File: config.mk
export PLATFORM = sky130hd
export DESIGN_NAME = dpu_sram_ctrl
export DESIGN_NICKNAME = d
export VERILOG_FILES = /design/src/rtl/dpu_sram_ctrl.sv
export SDC_FILE = /design/constraint.sdc
export NUM_CORES = 1
export LEC_CHECK = 0
export ABC_AREA = 1
export CAP_MARGIN = 25
export CORE_MARGIN = 5
export CORE_UTILIZATION = 45
export CTS_CLUSTER_DIAMETER = 80
export DETAILED_ROUTE_END_ITERATION = 12
export HOLD_SLACK_MARGIN = 0.03
export MAX_ROUTING_LAYER = met4
export PLACE_DENSITY = 0.95
export SYNTH_ARGS = -nofsm -noshare
export SYNTH_HDL_FRONTEND = slang
export SYNTH_SLANG_ARGS = --single-unit
File: constraint.sdc
create_clock -name clk -period 3.9 [get_ports clk]
set_input_delay 0.78 -clock clk [delete_from_list [all_inputs] [get_ports clk]]
set_output_delay 0.78 -clock clk [all_outputs]
set_load 0.005 [all_outputs]
File: src/rtl/dpu_sram_ctrl.sv
// Host-command / SRAM controller that also sequences read-modify-write ops on the dpu.
// Host reads and writes go straight to SRAM; dpu ops run read, load, wait, write-back.
module dpu_sram_ctrl #(
    parameter int unsigned ADDR_W = 5,
    parameter int unsigned DATA_W = 32,
    parameter int unsigned RD_LAT = 1
) (
    input  logic              clk,
    input  logic              rst_n,
    input  logic              cmd_valid,
    output logic              cmd_ready,
    input  logic [7:0]        cmd,
    input  logic [DATA_W-1:0] cmd_wdata,
    output logic              rsp_valid,
    input  logic              rsp_ready,
    output logic [DATA_W-1:0] rsp_data,
    output logic              op_done,
    output logic              busy,
    output logic              dpu_load_cmd,
    output logic              requst_valid,
    output logic [7:0]        nxt_cmd,
    output logic [DATA_W-1:0] dpu_rdata,
    input  logic [DATA_W-1:0] dpu_wdata,
    input  logic [ADDR_W-1:0] dpu_addr,
    output logic              sram_en,
    output logic              sram_we,
    output logic [ADDR_W-1:0] sram_addr,
    output logic [DATA_W-1:0] sram_wdata,
    input  logic [DATA_W-1:0] sram_rdata
);

    localparam int unsigned CNT_W = (RD_LAT > 1) ? $clog2(RD_LAT) : 1;

    typedef enum logic [3:0] {
        IDLE, DISP, DRD, DWAIT, DLOAD, DCAL, DWB, HRD, HWAIT, HWR
    } state_t;

    state_t             state;
    state_t             state_nxt;
    logic [7:0]         cmd_q;
    logic [DATA_W-1:0]  wdata_q;
    logic [DATA_W-1:0]  rdata_q;
    logic [CNT_W-1:0]   cnt;
    logic               accept;

    assign cmd_ready = (state == IDLE) && !rsp_valid;
    assign accept    = cmd_valid && cmd_ready;
    assign busy      = (state != IDLE);
    assign dpu_rdata = rdata_q;

    // State, latched command, read-latency counter and host response
    always_ff @(posedge clk or negedge rst_n) begin
        if (!rst_n) begin
            state     <= IDLE;
            cmd_q     <= '0;
            wdata_q   <= '0;
            rdata_q   <= '0;
            cnt       <= '0;
            rsp_valid <= 1'b0;
            rsp_data  <= '0;
        end else begin
            state <= state_nxt;
            if (accept) begin
                cmd_q   <= cmd;
                wdata_q <= cmd_wdata;
            end
            if (state == DRD || state == HRD) begin
                cnt <= CNT_W'(RD_LAT - 1);
            end else if ((state == DWAIT || state == HWAIT) && cnt != '0) begin
                cnt <= cnt - 1'b1;
            end
            if (state == DWAIT && cnt == '0) begin
                rdata_q <= sram_rdata;
            end
            if (state == HWAIT && cnt == '0) begin
                rsp_valid <= 1'b1;
                rsp_data  <= sram_rdata;
            end else if (rsp_valid && rsp_ready) begin
                rsp_valid <= 1'b0;
            end
        end
    end

    // Next state and per-state strobes to SRAM and dpu
    always_comb begin
        state_nxt    = state;
        dpu_load_cmd = 1'b0;
        nxt_cmd      = '0;
        requst_valid = 1'b0;
        sram_en      = 1'b0;
        sram_we      = 1'b0;
        sram_addr    = '0;
        sram_wdata   = '0;
        op_done      = 1'b0;
        case (state)
            IDLE: begin
                if (accept) begin
                    if (cmd[7])      state_nxt = DISP;
                    else if (cmd[6]) state_nxt = HWR;
                    else             state_nxt = HRD;
                end
            end
            DISP: begin
                dpu_load_cmd = 1'b1;
                nxt_cmd      = cmd_q;
                state_nxt    = DRD;
            end
            DRD: begin
                sram_en   = 1'b1;
                sram_addr = dpu_addr;
                state_nxt = DWAIT;
            end
            DWAIT: begin
                if (cnt == '0) state_nxt = DLOAD;
            end
            DLOAD: begin
                requst_valid = 1'b1;
                state_nxt    = DCAL;
            end
            DCAL: begin
                state_nxt = DWB;
            end
            DWB: begin
                sram_en      = 1'b1;
                sram_we      = 1'b1;
                sram_addr    = dpu_addr;
                sram_wdata   = dpu_wdata;
                requst_valid = 1'b1;
                op_done      = 1'b1;
                state_nxt    = IDLE;
            end
            HRD: begin
                sram_en   = 1'b1;
                sram_addr = ADDR_W'(cmd_q[4:0]);
                state_nxt = HWAIT;
            end
            HWAIT: begin
                if (cnt == '0) state_nxt = IDLE;
            end
            HWR: begin
                sram_en    = 1'b1;
                sram_we    = 1'b1;
                sram_addr  = ADDR_W'(cmd_q[4:0]);
                sram_wdata = wdata_q;
                op_done    = 1'b1;
                state_nxt  = IDLE;
            end
            default: state_nxt = IDLE;
        endcase
    end

endmodule

---- Yosys cells after proc, flatten, opt, wreduce, memory -nomap -nowiden ----
Cells that the tools add are included.
word-level totals
  flip-flop bits (word level) ............. 110
  latch bits .............................. 0
  bits in writable memories ............... 0
  bits in read-only memories .............. 0
  bits of input ports ..................... 113
  word-level logic and storage cells ...... 57
  memories ................................ 0
cells by class
  $add $sub $neg .......................... 1
  $mul .................................... 0
  divide/modulo/power cells ............... 0
  order comparisons ....................... 0
  eq/ne operators ......................... 12
  shift operators ......................... 0
  mux-type cells .......................... 17
  bitwise logic cells ..................... 1
  reductions and logical operators ........ 19
operator list
  kind                                                  count
  one-hot mux 32 bit (2 select lines)                   1
  one-hot mux 4 bit (8 select lines)                    1
  2-to-1 mux 4 bit                                      5
  equality test 4 x 3 -> 1 bit (second input constant)  4
  one-hot mux 5 bit (2 select lines)                    1
  equality test 4 x 2 -> 1 bit (second input constant)  2
  equality test 4 bit (second input constant)           2
  2-to-1 mux 1 bit                                      8
  2-to-1 mux 8 bit                                      1
  OR reduction 2 bit                                    4
  logical AND 1 bit                                     6
  != test 2 bit (second input constant)                 3
  equality test 4 x 1 -> 1 bit (second input constant)  1
  logical NOT 4 bit                                     1
  nonzero test 2 bit                                    2
  nonzero test 4 bit                                    1
  OR reduction 4 bit                                    1
  AND reduction 3 bit                                   1
  logical OR 1 bit                                      2
  logical NOT 1 bit                                     1
  NOT 1 bit                                             1
  subtractor 1 bit (second input constant)              1

---- Longest topological paths before layout ----
Gate-level depths: netlist of run 1.
  depth after elaboration ................. 5
  depth in mapped cells ................... 8
  depth with buffers taken out ............ 8

---- Worst setup path before layout of run 1 ----
Ideal clock, no wire load.
  path kind ............................... flip-flop to output port
  start point ............................. reg state[1]
  end point ............................... out sram_wdata[0]
  data arrival time ....................... 1,198 ps
  path slack .............................. 1,922 ps
  cell stages (with the launch flop) ...... 7
  path buffers ............................ 2
  cell sequence ........................... dfrtp_1 inv_1 nor2_1 buf_2 buf_2 nand3_1 nand2_1
on the way
  cells in the longest elaborated chain, start to end .. 2
  elaborated cells on any way between the ends .. 3
ends and longest elaborated chain
  item                                                                 line  source
  start, declared                                                      38    state_t state;
  start signal, assigned                                               62    state <= state_nxt;
  equality test 4 bit or equality test 4 x 3 -> 1 bit (tied branches)  95    case (state)
  one-hot mux 32 bit (2 select lines) *                                95
  end, declared                                                        28    output logic [DATA_W-1:0] sram_wdata,
Mark *: on every way between the ends. The rest lies on a longest branch, timed or not.

---- Final worst setup path of run 1 ----
  start point ............................. reg state[3]
  end point ............................... out sram_wdata[12]
Same word-level chain as after synthesis.

==> flow_summary.json, run 1 <==
{
  "die_area_um2": 13400,
  "synth-seq-area-share_pct": 54.9,
  "crit_required_ns": 3.12,
  "worstSetupPathType": "register to output port",
  "clockBufferDepth": 2,
  "ant_nets": 0,
  "fmax_mhz": 286,
  "vias_per_cell": 5.07,
  "period_share_pct": 89.7,
  "synth-edff-count": 0,
  "clock_skew_ns": 0.0213,
  "ios": 230,
  "floorplan.rows": 38,
  "p_switching_mw": 1.93,
  "holdCritPathClass": "input port to async pin",
  "hold_buffers": 0,
  "synth_nets": 717,
  "start_util_pct": 46.1,
  "final_cells": 963,
  "cts_inserted_buffers": 9,
  "dpl_worst_slack_ns": 0.799,
  "syn_area_per_cell_um2": 8.30,
  "synthTopCellsByArea": "dfrtp_1, nand2_1, nand3_1",
  "finalNetCount": 932,
  "wl_per_cell_um": 16.1,
  "power_frac_seq_pct": 38.7,
  "power_density_nw_per_um2": 693,
  "syn-cell-area_um2": 5010,
  "clk_pin_slew_ns": 0.11,
  "peakVddDrop_mv": 0.415,
  "cap_viol_max_count": 0,
  "synth_top_area_share_pct": 54.9,
  "gr-total-overflow": 0,
  "gp_congestion": 0.884,
  "cts.sinks": 110,
  "drt-total-wl_um": 15500,
  "ys_async_sr_fraction_pct": 100,
  "dp_cells": 948,
  "hold_viol": 0,
  "min_period_ns": 3.50,
  "worstSkewPairLatency_ns": 0.36,
  "cts_tree": "built",
  "port_buffers": 229,
  "synthFlopType": "dfrtp_1",
  "final_layout_size_suffix_gt1_share_pct": 4.50,
  "die_h_um": 116,
  "cts_resized": 0,
  "die_w_um": 116,
  "ys_ff_latch": 110,
  "fill_cells": 814,
  "finalSetupTns_ns": 0,
  "drv_slew": 0,
  "h-tree-depth": 3,
  "p_sw_share_pct": 36.9,
  "yosysMostFrequentCell": "nand2_1",
  "diodes": 0,
  "coreArea_um2": 10900,
  "slew_headroom_pct": 44.9,
  "crit_fanout": 26,
  "leakage_nw": 3.58,
  "p_comb_share_pct": 49.0,
  "grt_setup_unrepaired": "no",
  "ys_types": 21,
  "grt_pass1_vias": 4840,
  "drtIter0Drc": 379,
  "worstMarginPinSlew_ns": 0.824,
  "clockPowerShare_pct": 12.2,
  "grtUsageTotal_pct": 23.8,
  "vias": 4885,
  "antenna_found_initial": 0,
  "start_kind": "register",
  "drt_first_pass_iters": 5,
  "hpwl_um": 11700,
  "drc": 0,
  "grt_start_max_net_pins": 64,
  "worst_slack_ns": 0.400,
  "yosysWarnings": 0,
  "synth_top_cell_by_area": "dfrtp_1",
  "ff2ff_setup_slack_ns": 1.39,
  "syn_to_final_growth_pct": 50.7,
  "worstSetupEndpointType": "output port",
  "synth_common_cells": "nand2_1, dfrtp_1, nand3_1",
  "critPathArrivalTime_ns": 2.72,
  "post_cts_buffers": 0,
  "status": "complete, no violations",
  "synthCells": 604,
  "intPower_mw": 3.30,
  "cts-root-buf": "clkbuf_8",
  "finalSetupViolations": 0,
  "grt_pass1_wl_um": 24200
}
## path summary, 6_finish.rpt
check | startpoint | cells past startpoint | end
max in group asynchronous | rst_n | 2 | rsp_data[0]$_DFFE_PN0P_
min in group clk | wdata_q[27]$_DFFE_PN0P_ | 2 | wdata_q[27]$_DFFE_PN0P_
worst max-delay path | state[3]$_DFFE_PN0P_ | 8 | sram_wdata[12]
worst min-delay path | rst_n | 1 | wdata_q[19]$_DFFE_PN0P_
worst min register to register | wdata_q[27]$_DFFE_PN0P_ | 2 | wdata_q[27]$_DFFE_PN0P_
worst max register to register | state[2]$_DFFE_PN0P_ | 8 | wdata_q[16]$_DFFE_PN0P_
## state kept, by name (all words and copies together) (netlist names)
| register | count |
|---|---|
| state | 4 |
| dpu_rdata | 32 |
| rsp_data | 32 |
| wdata_q | 32 |
| cnt | 1 |
| rsp_valid | 1 |
| cmd_q | 8 |
## cell families (layout without fill, tap and decap cells)
family | Yosys count | in the layout | synth area share [%]
buffers and inverters | 90 | 309 | 8.36
AND/OR/NAND/NOR | 320 | 320 | 26.6
AO/OA/AOI/OAI | 84 | 84 | 10.1
flip-flops | 110 | 110 | 54.9
## layout by cell type (no fill, tap or decap)
cell               n
clkdlybuf4s50_1  228
nand2_1          215
dfrtp_1          110
nand3_1           76
inv_1             52
o21ai_0           34
o21a_1            32
nor2_1            20
buf_4             10
clkbuf_8           9
a21oi_1            8
o21ai_1            7
nor2_4             4
clkinv_4           3
nor2_2             2
nand2_2            2
o21bai_1           2
inv_8              2
buf_12             2
inv_2              1
clkinv_1           1
nand3_2            1
o211ai_1           1
clkinvlp_4         1
## per-stage QoR
stage | hold slack (ns) | utilization (%) | total power [mW] | instance area [um^2]
6_report | 0.434 | 69.4 | 5.24 | 7560
2_1_floorplan | 0.442 | - | 3.18 | 5010
3_3_place_gp | 0.455 | 67.6 | 4.50 | 7360
3_5_place_dp | 0.459 | 67.8 | 4.63 | 7380
5_1_grt | 0.471 | 69.4 | 5.64 | 7560
4_1_cts | 0.443 | 69.4 | 5.28 | 7560
## power groups by stage
| stage | Sequential (mW) | Combinational, mW | Clock [mW] |
|---|---|---|---|
| final | 2.03 | 2.57 | 0.641 |
| after CTS | 2.02 | 2.60 | 0.654 |
| after global placement | 2.01 | 2.49 | 0 |
| after global routing | 2.10 | 2.84 | 0.702 |
| after floorplan | 2.01 | 1.17 | 0 |
| after detailed placement | 2.04 | 2.59 | 0 |
## worst max-delay path, stage by stage, from the launching register on
cell and delay, ns:
dfrtp_1 0.45, inv_2 0.13, nor2_2 0.18, nand2_1 0.11, inv_1 0.58, buf_4 0.27
nand2_1 0.05, nand2_1 0.06, clkdlybuf4s50_1 0.52
## routing by layer
metal  wire length, um  global-route usage (%)  share of wire (%)
met1              6230                    28.9                 40
met2              7290                    37.9                 47
met3              1600                    7.21                 10
met4               409                    8.29                2.6
met5                 0                       -                  0
## layout make-up
cell class	count	area, um^2	share of cell area [%]
Inverter	54	203	2.68
Multi-Input combinational cell	404	1850	24.5
Timing Repair Buffer	240	2400	31.7
Tap cell	140	175	2.32
Clock inverter	6	56.3	0.745
Clock buffer	9	124	1.64
Sequential cell	110	2750	36.4
No activity file was read; power rests on OpenSTA's default activity.
==> run 2, diff against run 1 <==
--- a/config.mk
+++ b/config.mk
@@ -14,6 +14,7 @@
 export HOLD_SLACK_MARGIN = 0.03
 export MAX_ROUTING_LAYER = met4
 export PLACE_DENSITY = 0.95
+export SKIP_CTS_REPAIR_TIMING = 1
 export SYNTH_ARGS = -nofsm -noshare
 export SYNTH_HDL_FRONTEND = slang
 export SYNTH_SLANG_ARGS = --single-unit
==> results of run 2 <==
Same layout as run 1: the final DEF is identical, and so are final timing and power.
